`src/rtl/mem_port_arbiter.sv`:
```
// mem_port_arbiter
//    Shares one single-cycle-latency memory port between a fetch requester
//    and a data requester. The data side normally wins a collision. A 2-bit
//    starvation counter hands the port to fetch after three data grants in a
//    row that were made while fetch was waiting. Read data returns the cycle
//    after the grant and is steered to the owner of that grant.
//
// Ports
//    clk      : clock, all state changes on posedge
//    reset    : synchronous, active-high reset
//    f_req    : fetch request (held until granted)
//    f_addr   : fetch byte address
//    f_gnt    : fetch request accepted this cycle
//    f_rvalid : fetch read data valid (1-cycle pulse)
//    f_rdata  : fetch read data (0 when not valid)
//    d_req    : data request (held until granted)
//    d_addr   : data byte address
//    d_wdata  : store data
//    d_we     : byte write enables, 0 means load
//    d_gnt    : data request accepted this cycle
//    d_rvalid : load data valid / store acknowledge (1-cycle pulse)
//    d_rdata  : load data (0 when not valid)
//    m_addr   : shared memory address
//    m_wdata  : shared memory write data
//    m_we     : shared memory byte write enables
//    m_rdata  : shared memory read data, valid one cycle after the address
module mem_port_arbiter (
   input  logic        clk,
   input  logic        reset,
   input  logic        f_req,
   input  logic [31:0] f_addr,
   output logic        f_gnt,
   output logic        f_rvalid,
   output logic [31:0] f_rdata,
   input  logic        d_req,
   input  logic [31:0] d_addr,
   input  logic [31:0] d_wdata,
   input  logic [3:0]  d_we,
   output logic        d_gnt,
   output logic        d_rvalid,
   output logic [31:0] d_rdata,
   output logic [31:0] m_addr,
   output logic [31:0] m_wdata,
   output logic [3:0]  m_we,
   input  logic [31:0] m_rdata
);

   localparam logic [1:0] OWN_NONE  = 2'd0;
   localparam logic [1:0] OWN_FETCH = 2'd1;
   localparam logic [1:0] OWN_DATA  = 2'd2;

   localparam logic [1:0] STARVE_MAX = 2'd3;

   logic [1:0] owner_r;
   logic [1:0] starve_cnt_r;
   logic       f_gnt_s;
   logic       d_gnt_s;
   logic       starve_s;

   // Grant selection: data wins unless fetch has been starved three times.
   always_comb begin
      starve_s = 1'b0;
      f_gnt_s  = 1'b0;
      d_gnt_s  = 1'b0;
      if (reset) begin
         starve_s = 1'b0;
         f_gnt_s  = 1'b0;
         d_gnt_s  = 1'b0;
      end else begin
         starve_s = f_req && (starve_cnt_r == STARVE_MAX);
         d_gnt_s  = d_req && !starve_s;
         f_gnt_s  = f_req && !d_gnt_s;
      end
   end

   assign f_gnt = f_gnt_s;
   assign d_gnt = d_gnt_s;

   // Memory request mux: only the granted side reaches the port, else all zero.
   always_comb begin
      m_addr  = 32'd0;
      m_wdata = 32'd0;
      m_we    = 4'd0;
      if (d_gnt_s) begin
         m_addr  = d_addr;
         m_wdata = d_wdata;
         m_we    = d_we;
      end else if (f_gnt_s) begin
         m_addr  = f_addr;
         m_wdata = 32'd0;
         m_we    = 4'd0;
      end else begin
         m_addr  = 32'd0;
         m_wdata = 32'd0;
         m_we    = 4'd0;
      end
   end

   // Owner of the previous cycle's grant, used to steer the response.
   always_ff @(posedge clk) begin
      if (reset) begin
         owner_r <= OWN_NONE;
      end else if (f_gnt_s) begin
         owner_r <= OWN_FETCH;
      end else if (d_gnt_s) begin
         owner_r <= OWN_DATA;
      end else begin
         owner_r <= OWN_NONE;
      end
   end

   // Starvation counter: counts data grants taken while fetch waits.
   always_ff @(posedge clk) begin
      if (reset) begin
         starve_cnt_r <= 2'd0;
      end else if (f_gnt_s || !f_req) begin
         starve_cnt_r <= 2'd0;
      end else if (d_gnt_s && (starve_cnt_r != STARVE_MAX)) begin
         starve_cnt_r <= starve_cnt_r + 2'd1;
      end else begin
         starve_cnt_r <= starve_cnt_r;
      end
   end

   // Response steering. Gated by reset so a grant made just before reset
   // asserts never produces a response.
   always_comb begin
      f_rvalid = 1'b0;
      f_rdata  = 32'd0;
      d_rvalid = 1'b0;
      d_rdata  = 32'd0;
      if (reset) begin
         f_rvalid = 1'b0;
         d_rvalid = 1'b0;
      end else begin
         case (owner_r)
            OWN_FETCH: begin
               f_rvalid = 1'b1;
               f_rdata  = m_rdata;
            end
            OWN_DATA: begin
               d_rvalid = 1'b1;
               d_rdata  = m_rdata;
            end
            default: begin
               f_rvalid = 1'b0;
               d_rvalid = 1'b0;
            end
         endcase
      end
   end

endmodule

```
`config.mk`:
```
export PLATFORM = sky130hd
export DESIGN_NAME = mem_port_arbiter
export DESIGN_NICKNAME = d
export VERILOG_FILES = /design/src/rtl/mem_port_arbiter.sv
export SDC_FILE = /design/constraint.sdc
export NUM_CORES = 1
export LEC_CHECK = 0
export ABC_CLOCK_PERIOD_IN_PS = 1900
export CORE_AREA = 3 3 103 105
export DETAILED_ROUTE_END_ITERATION = 10
export DIE_AREA = 0 0 106 108
export PLACE_DENSITY = 0.66
export RECOVER_POWER = 100
export SLEW_MARGIN = 20
export SYNTH_ARGS = -nofsm -noshare
export SYNTH_HDL_FRONTEND = slang
export SYNTH_SLANG_ARGS = --single-unit
```
`constraint.sdc`:
```
create_clock -name clk -period 1.9 [get_ports clk]
set_clock_uncertainty 0.05 [all_clocks]
set_input_delay 0.38 -clock clk [delete_from_list [all_inputs] [get_ports clk]]
set_output_delay 0.38 -clock clk [all_outputs]
set_load 0.01 [all_outputs]
```
---- After elaboration in Yosys (flattened, before gate mapping) ----
Index checks and enable logic that the tools add are counted.
word-level totals
  output and inout port bits .............. 136
  bits in registers ....................... 4
operators by class
  $add $sub $neg .......................... 1
  reduce and logical (&&, ||, !) cells .... 10
  mux-type cells .......................... 16
  equality and inequality tests ........... 4
operators with widths
  operator                                                               number
  32-bit 2-to-1 mux                                                      7
  1-bit 2-to-1 mux                                                       7
  2-bit equality test, second input constant                             2
  1-bit logical AND                                                      4
  4-bit 2-to-1 mux                                                       1
  2-bit OR reduction                                                     2
  1-bit zero test                                                        3
  2-bit by 1-bit adder with 2-bit output, second input constant          1
  2-bit by 1-bit equality test with 1-bit output, second input constant  1
  2-bit 2-to-1 mux                                                       1
  2-bit != test, second input constant                                   1
  1-bit logical OR                                                       1

---- Logic depth before layout (Yosys ltp) ----
  depth in word-level cells ............... 9
  depth in mapped cells ................... 6
  depth with buffers taken out ............ 4

---- Worst setup path after synthesis ----
OpenSTA, ideal clock, no wires.
  kind .................................... flip-flop to output port
  start point ............................. register starve_cnt_r[0]
  end point ............................... output port m_addr[11]
  setup slack ............................. 231 ps
  arrival time ............................ 1239 ps
  required time ........................... 1470 ps
  cell stages (with the launch flop) ...... 7
  cells stage by stage .................... dfxtp_1 > ha_1 > nand2b_1 > buf_6 > buf_8 > a32oi_1 > nor2_1
on the way
  longest elaborated chain between the ends .. 9
  elaborated cells on any way between the ends .. 10
  those cells by class .................... eq/ne (1); mux (4); reduce/logical (5)
RTL lines
  item                     RTL line  RTL
  start, declared          55        logic [1:0] starve_cnt_r;
  start signal, assigned   119       starve_cnt_r <= starve_cnt_r + 2'd1;
  start signal, assigned   121       starve_cnt_r <= starve_cnt_r;
  2-bit equality test (*)  70        starve_s = f_req && (starve_cnt_r == STARVE_MAX);
  1-bit logical AND (*)    70
  1-bit zero test (*)      71        d_gnt_s = d_req && !starve_s;
  1-bit logical AND (*)    71
  1-bit zero test          72        f_gnt_s = f_req && !d_gnt_s;
  1-bit logical AND        72
  1-bit 2-to-1 mux         65        if (reset) begin
  32-bit 2-to-1 mux        88        end else if (f_gnt_s) begin
  32-bit 2-to-1 mux (*)    84        if (d_gnt_s) begin
  end, declared            42        output logic [31:0] m_addr,
Mark *: on every way between the ends. The rest lies on a longest branch, timed or not.

---- Worst setup path in the final report ----
  start point ............................. register starve_cnt_r[0]
  end point ............................... output port m_addr[29]
The elaborated chain is that of the path after synthesis.

==> results.txt <==
The run finished, with violations left. The checks that failed: negative setup slack. The register clock-pin slew on the reported worst setup and hold paths came out at 30 ps. The depth of the CTS H-tree came out at 1.

The post-detailed-route via-to-cell ratio is around 4.3. The number of iterations in the first detailed-routing pass is 4. The maximum cell stage delay along the critical path is 320 ps. Routability-driven placement finished with a final weighted congestion of 0.747. Clock latency on the worst-skew pair, taken at its later pin, is 210 ps. The antenna diode count is 0.

For this run, the leading register cell type out of synthesis is sky130_fd_sc_hd__dfxtp_1. Along the worst path, the maximum fanout reaches 16. The initial cell density of the core came out at 0.141. Counting distinct cell types in the post-synthesis netlist gives 18.

The number of placed I/O pins came out at 272. The net total in the final layout came out at 635. The slew at the pin closest to its max-slew limit is 342 ps. Across every metal layer, demand over resource in global routing totals 0.148. The highest attainable clock frequency came out at 513 MHz. The worst path setup slack after routing came out at -50.7 ps. The number of global-route vias before repair came out at roughly 2700. In the post-synthesis netlist, the biggest area contributors are sky130_fd_sc_hd__and2_1 45%, sky130_fd_sc_hd__a32oi_1 20%, sky130_fd_sc_hd__nor2_1 10%. The longest clock path from root to sink contains 2 buffers. Of all flip-flops after synthesis, the portion carrying an async set or reset was 0. The share of the cycle needed by the critical path after routing came out at 1.03. The portion of synthesized cell area occupied by the leading cell type came out at 0.447.

Counting every net in the synthesized netlist gives 347. The number of placed instances with taps included came out at 604. For this design, the sink count on the clock tree is 4. In the post-synthesis netlist, the cell with the most instances is sky130_fd_sc_hd__and2_1. The area enclosed by the die boundary is approximately 11000 um^2. The detail route stage leaves a number of antenna-violating nets equal to 0. In this run the worst hold path is classified as in -> reg. The number of antenna violations at the first check in global routing was 0. The critical path required time is ~1500 ps. The post-route non-filler standard cell count is 629. The static leakage power came out at 2.05 nW. The power density over cell area is roughly 240 nW/um^2. Setup violations remaining at the end of the flow were counted as 43. The first routing iteration left 109 violations. In this run the standard cell core region covers 9730 um^2. After synthesis, the most frequently instantiated cells are 98 x sky130_fd_sc_hd__and2_1, 38 x sky130_fd_sc_hd__nor2_1, 32 x sky130_fd_sc_hd__a32oi_1, 12 x sky130_fd_sc_hd__buf_2, 7 x sky130_fd_sc_hd__clkbuf_1. The mapped netlist covers 1370 um^2. The global-route congestion overflow total is 0.

Yosys mapped a number of flops with a built-in enable equal to 0. The critical path goes through ha_4, nand2b_4, buf_12, a32oi_2, nor2_1, buf_2. The minimum period implied by the final worst setup slack came out at about 2000 ps. STA classifies the critical path startpoint as a flop. The largest net degree at the start of global routing is 33. The site row count came out at 36. The residual DRC count is 0. The detailed placement HPWL came out at just over 7000 um. The biggest area contributor in the post-synthesis netlist is sky130_fd_sc_hd__and2_1. The number of max-capacitance violations reported is 0. Measured along the y axis, the die boundary spans 108 um. The worst setup path is captured at an output port. The headroom to the max-slew limit is 0.772.

The setup path with the least slack is of type reg -> out. The number of warnings issued by yosys is 0. Wires add up to 9730 um. The setup check on the worst reg-to-reg path leaves a slack of 700 ps. The post-cts hold buffer count is 0.

The mean post-synth cell area is 6.53 um^2. The multi-input logic area is 1270 um^2. In the final layout, flip-flops and latches occupy 83.8 um^2. TritonCTS built the clock tree.

The global-route wire length before repair is 13700 um. The synthesized flop and latch total came out at 4. The fraction of the core area covered by cells at the end of the flow came out at 0.442. The number of buffers inserted by port buffering came out at 271. The per-cell routed wire length came out at 15.5 um. In the final layout, the share of cells above drive strength 1 is 0.407. The data arrival time of the worst path came out at 1520 ps.

The worst-case IR drop observed on VDD is 176 uV. The total clock buffers created by CTS came out at 3. The via count came out at around 2700. The max-slew violation count came to 0.

The die width came out at between 100 and 150 um. For this design, the slowest cell found on the critical path is sky130_fd_sc_hd__dfxtp_2. From synthesis to final layout, the design area changed by 214%. The total count of hold-check failures in the final report is 0. Setup repair after global routing could not meet its margin everywhere.

The fill cell total of the finished layout came out at 1001. The number of instances in the synthesized netlist came out at 210. The proportion of synthesized chip area in sequential cells came out at 0.0584. The cell sitting at the root of the clock tree is a sky130_fd_sc_hd__clkbuf_8.
-- placed cells by master, fill, tap and decap left out --
master / instances
sky130_fd_sc_hd__buf_12: 5
sky130_fd_sc_hd__buf_2: 93
sky130_fd_sc_hd__clkbuf_4: 1
sky130_fd_sc_hd__clkdlybuf4s15_2: 12
sky130_fd_sc_hd__dlygate4sd3_1: 1
sky130_fd_sc_hd__clkdlybuf4s50_1: 131
sky130_fd_sc_hd__nand2b_1: 1
sky130_fd_sc_hd__nor2_2: 1
sky130_fd_sc_hd__a32oi_1: 24
sky130_fd_sc_hd__nor2_1: 38
sky130_fd_sc_hd__dfxtp_2: 3
sky130_fd_sc_hd__ha_4: 1
sky130_fd_sc_hd__a21oi_4: 1
sky130_fd_sc_hd__a21oi_1: 1
sky130_fd_sc_hd__nand2_1: 1
sky130_fd_sc_hd__nand2b_4: 4
sky130_fd_sc_hd__a32oi_2: 8
sky130_fd_sc_hd__inv_1: 1
sky130_fd_sc_hd__dfxtp_1: 1
sky130_fd_sc_hd__clkbuf_16: 2
sky130_fd_sc_hd__and2_4: 9
sky130_fd_sc_hd__dlygate4sd2_1: 4
sky130_fd_sc_hd__buf_4: 11
sky130_fd_sc_hd__or3b_1: 1
sky130_fd_sc_hd__a21boi_4: 1
sky130_fd_sc_hd__bufbuf_16: 1
sky130_fd_sc_hd__nor2_4: 1
sky130_fd_sc_hd__clkbuf_8: 3
sky130_fd_sc_hd__clkbuf_1: 1
sky130_fd_sc_hd__buf_6: 15
sky130_fd_sc_hd__and2_0: 4
sky130_fd_sc_hd__buf_16: 8
sky130_fd_sc_hd__and2_1: 85
sky130_fd_sc_hd__clkbuf_2: 22
-- per-stage QoR --
stage	total power, mW	setup TNS, ps	instance area [um^2]	setup WS, ps	hold WS (ps)
final	1.04	-733	4300	-50.7	441
after global routing	1.11	-5850	4300	-106	462
after CTS	1.03	-2540	4260	-123	382
after detailed placement	0.832	-76720	4270	-683	365
after global placement	0.822	-73400	4270	-655	355
after floorplan	0.313	0	1370	231	347
-- where the power goes --
part	switching, mW	internal (mW)
clock network	0.0425	0.135
logic	0.283	0.491
registers	0.00335	0.0883
-- registers in the layout, indices dropped and copies added (netlist names) --
| name | cells |
|---|---|
| owner_r | 2 |
| starve_cnt_r | 2 |
-- layout make-up --
class | count | share of cell area
repair buffers | 307 | 0.635
flip-flops and latches | 4 | 0.0195
well taps | 133 | 0.0387
multi-input cells | 181 | 0.296
clock buffers | 3 | 0.00960
inverters | 1 | 0.000872
-- path summary, 6_finish.rpt --
kind                                              startpoint                      endpoint  depth (start not counted)
worst max register to register  starve_cnt_r[0]$_SDFFE_PP0P_         owner_r[0]$_SDFF_PP0_                          6
worst min-delay path                                   reset         owner_r[0]$_SDFF_PP0_                          3
worst min register to register  starve_cnt_r[0]$_SDFFE_PP0P_  starve_cnt_r[0]$_SDFFE_PP0P_                          2
worst max-delay path            starve_cnt_r[0]$_SDFFE_PP0P_                    m_addr[29]                          6
-- metal layers --
layer	vias up	part of all wire	wire length, um	GRT usage
met5	-	0	0	0
met4	0	0.020	190	0.0305
met2	168	0.55	5390	0.306
met3	14	0.090	876	0.0412
met1	1221	0.34	3270	0.146
li1	1287	-	-	-
-- cells by family (layout without fill, tap and decap cells) --
group	count (synthesis)	after routing	share of synthesized area
buffers and inverters	25	311	0.112
AND/OR/NAND/NOR	145	145	0.592
AO/OA/AOI/OAI	35	35	0.228
flip-flops	4	4	0.0584
adder cells (fa/ha/maj)	1	1	0.00912
-- worst max-delay path, delay by kind of cell, from the launching register on --
| family | cells | cell delay (ps) |
|---|---|---|
| DFF | 1 | 320 |
| and+or+nand+nor | 2 | 250 |
| buffers and inverters | 2 | 320 |
| AOI/OAI and AO/OA | 1 | 220 |
| adders and majority gates | 1 | 180 |
-- what timing repair did --
action	4_1_cts	5_1_grt
gates resized for setup	526	52
buffers inserted	11	4
cloned	9	2
pin swaps	9	21
endpoints found under the setup margin	136	104
(Power assumes the default switching activity.)
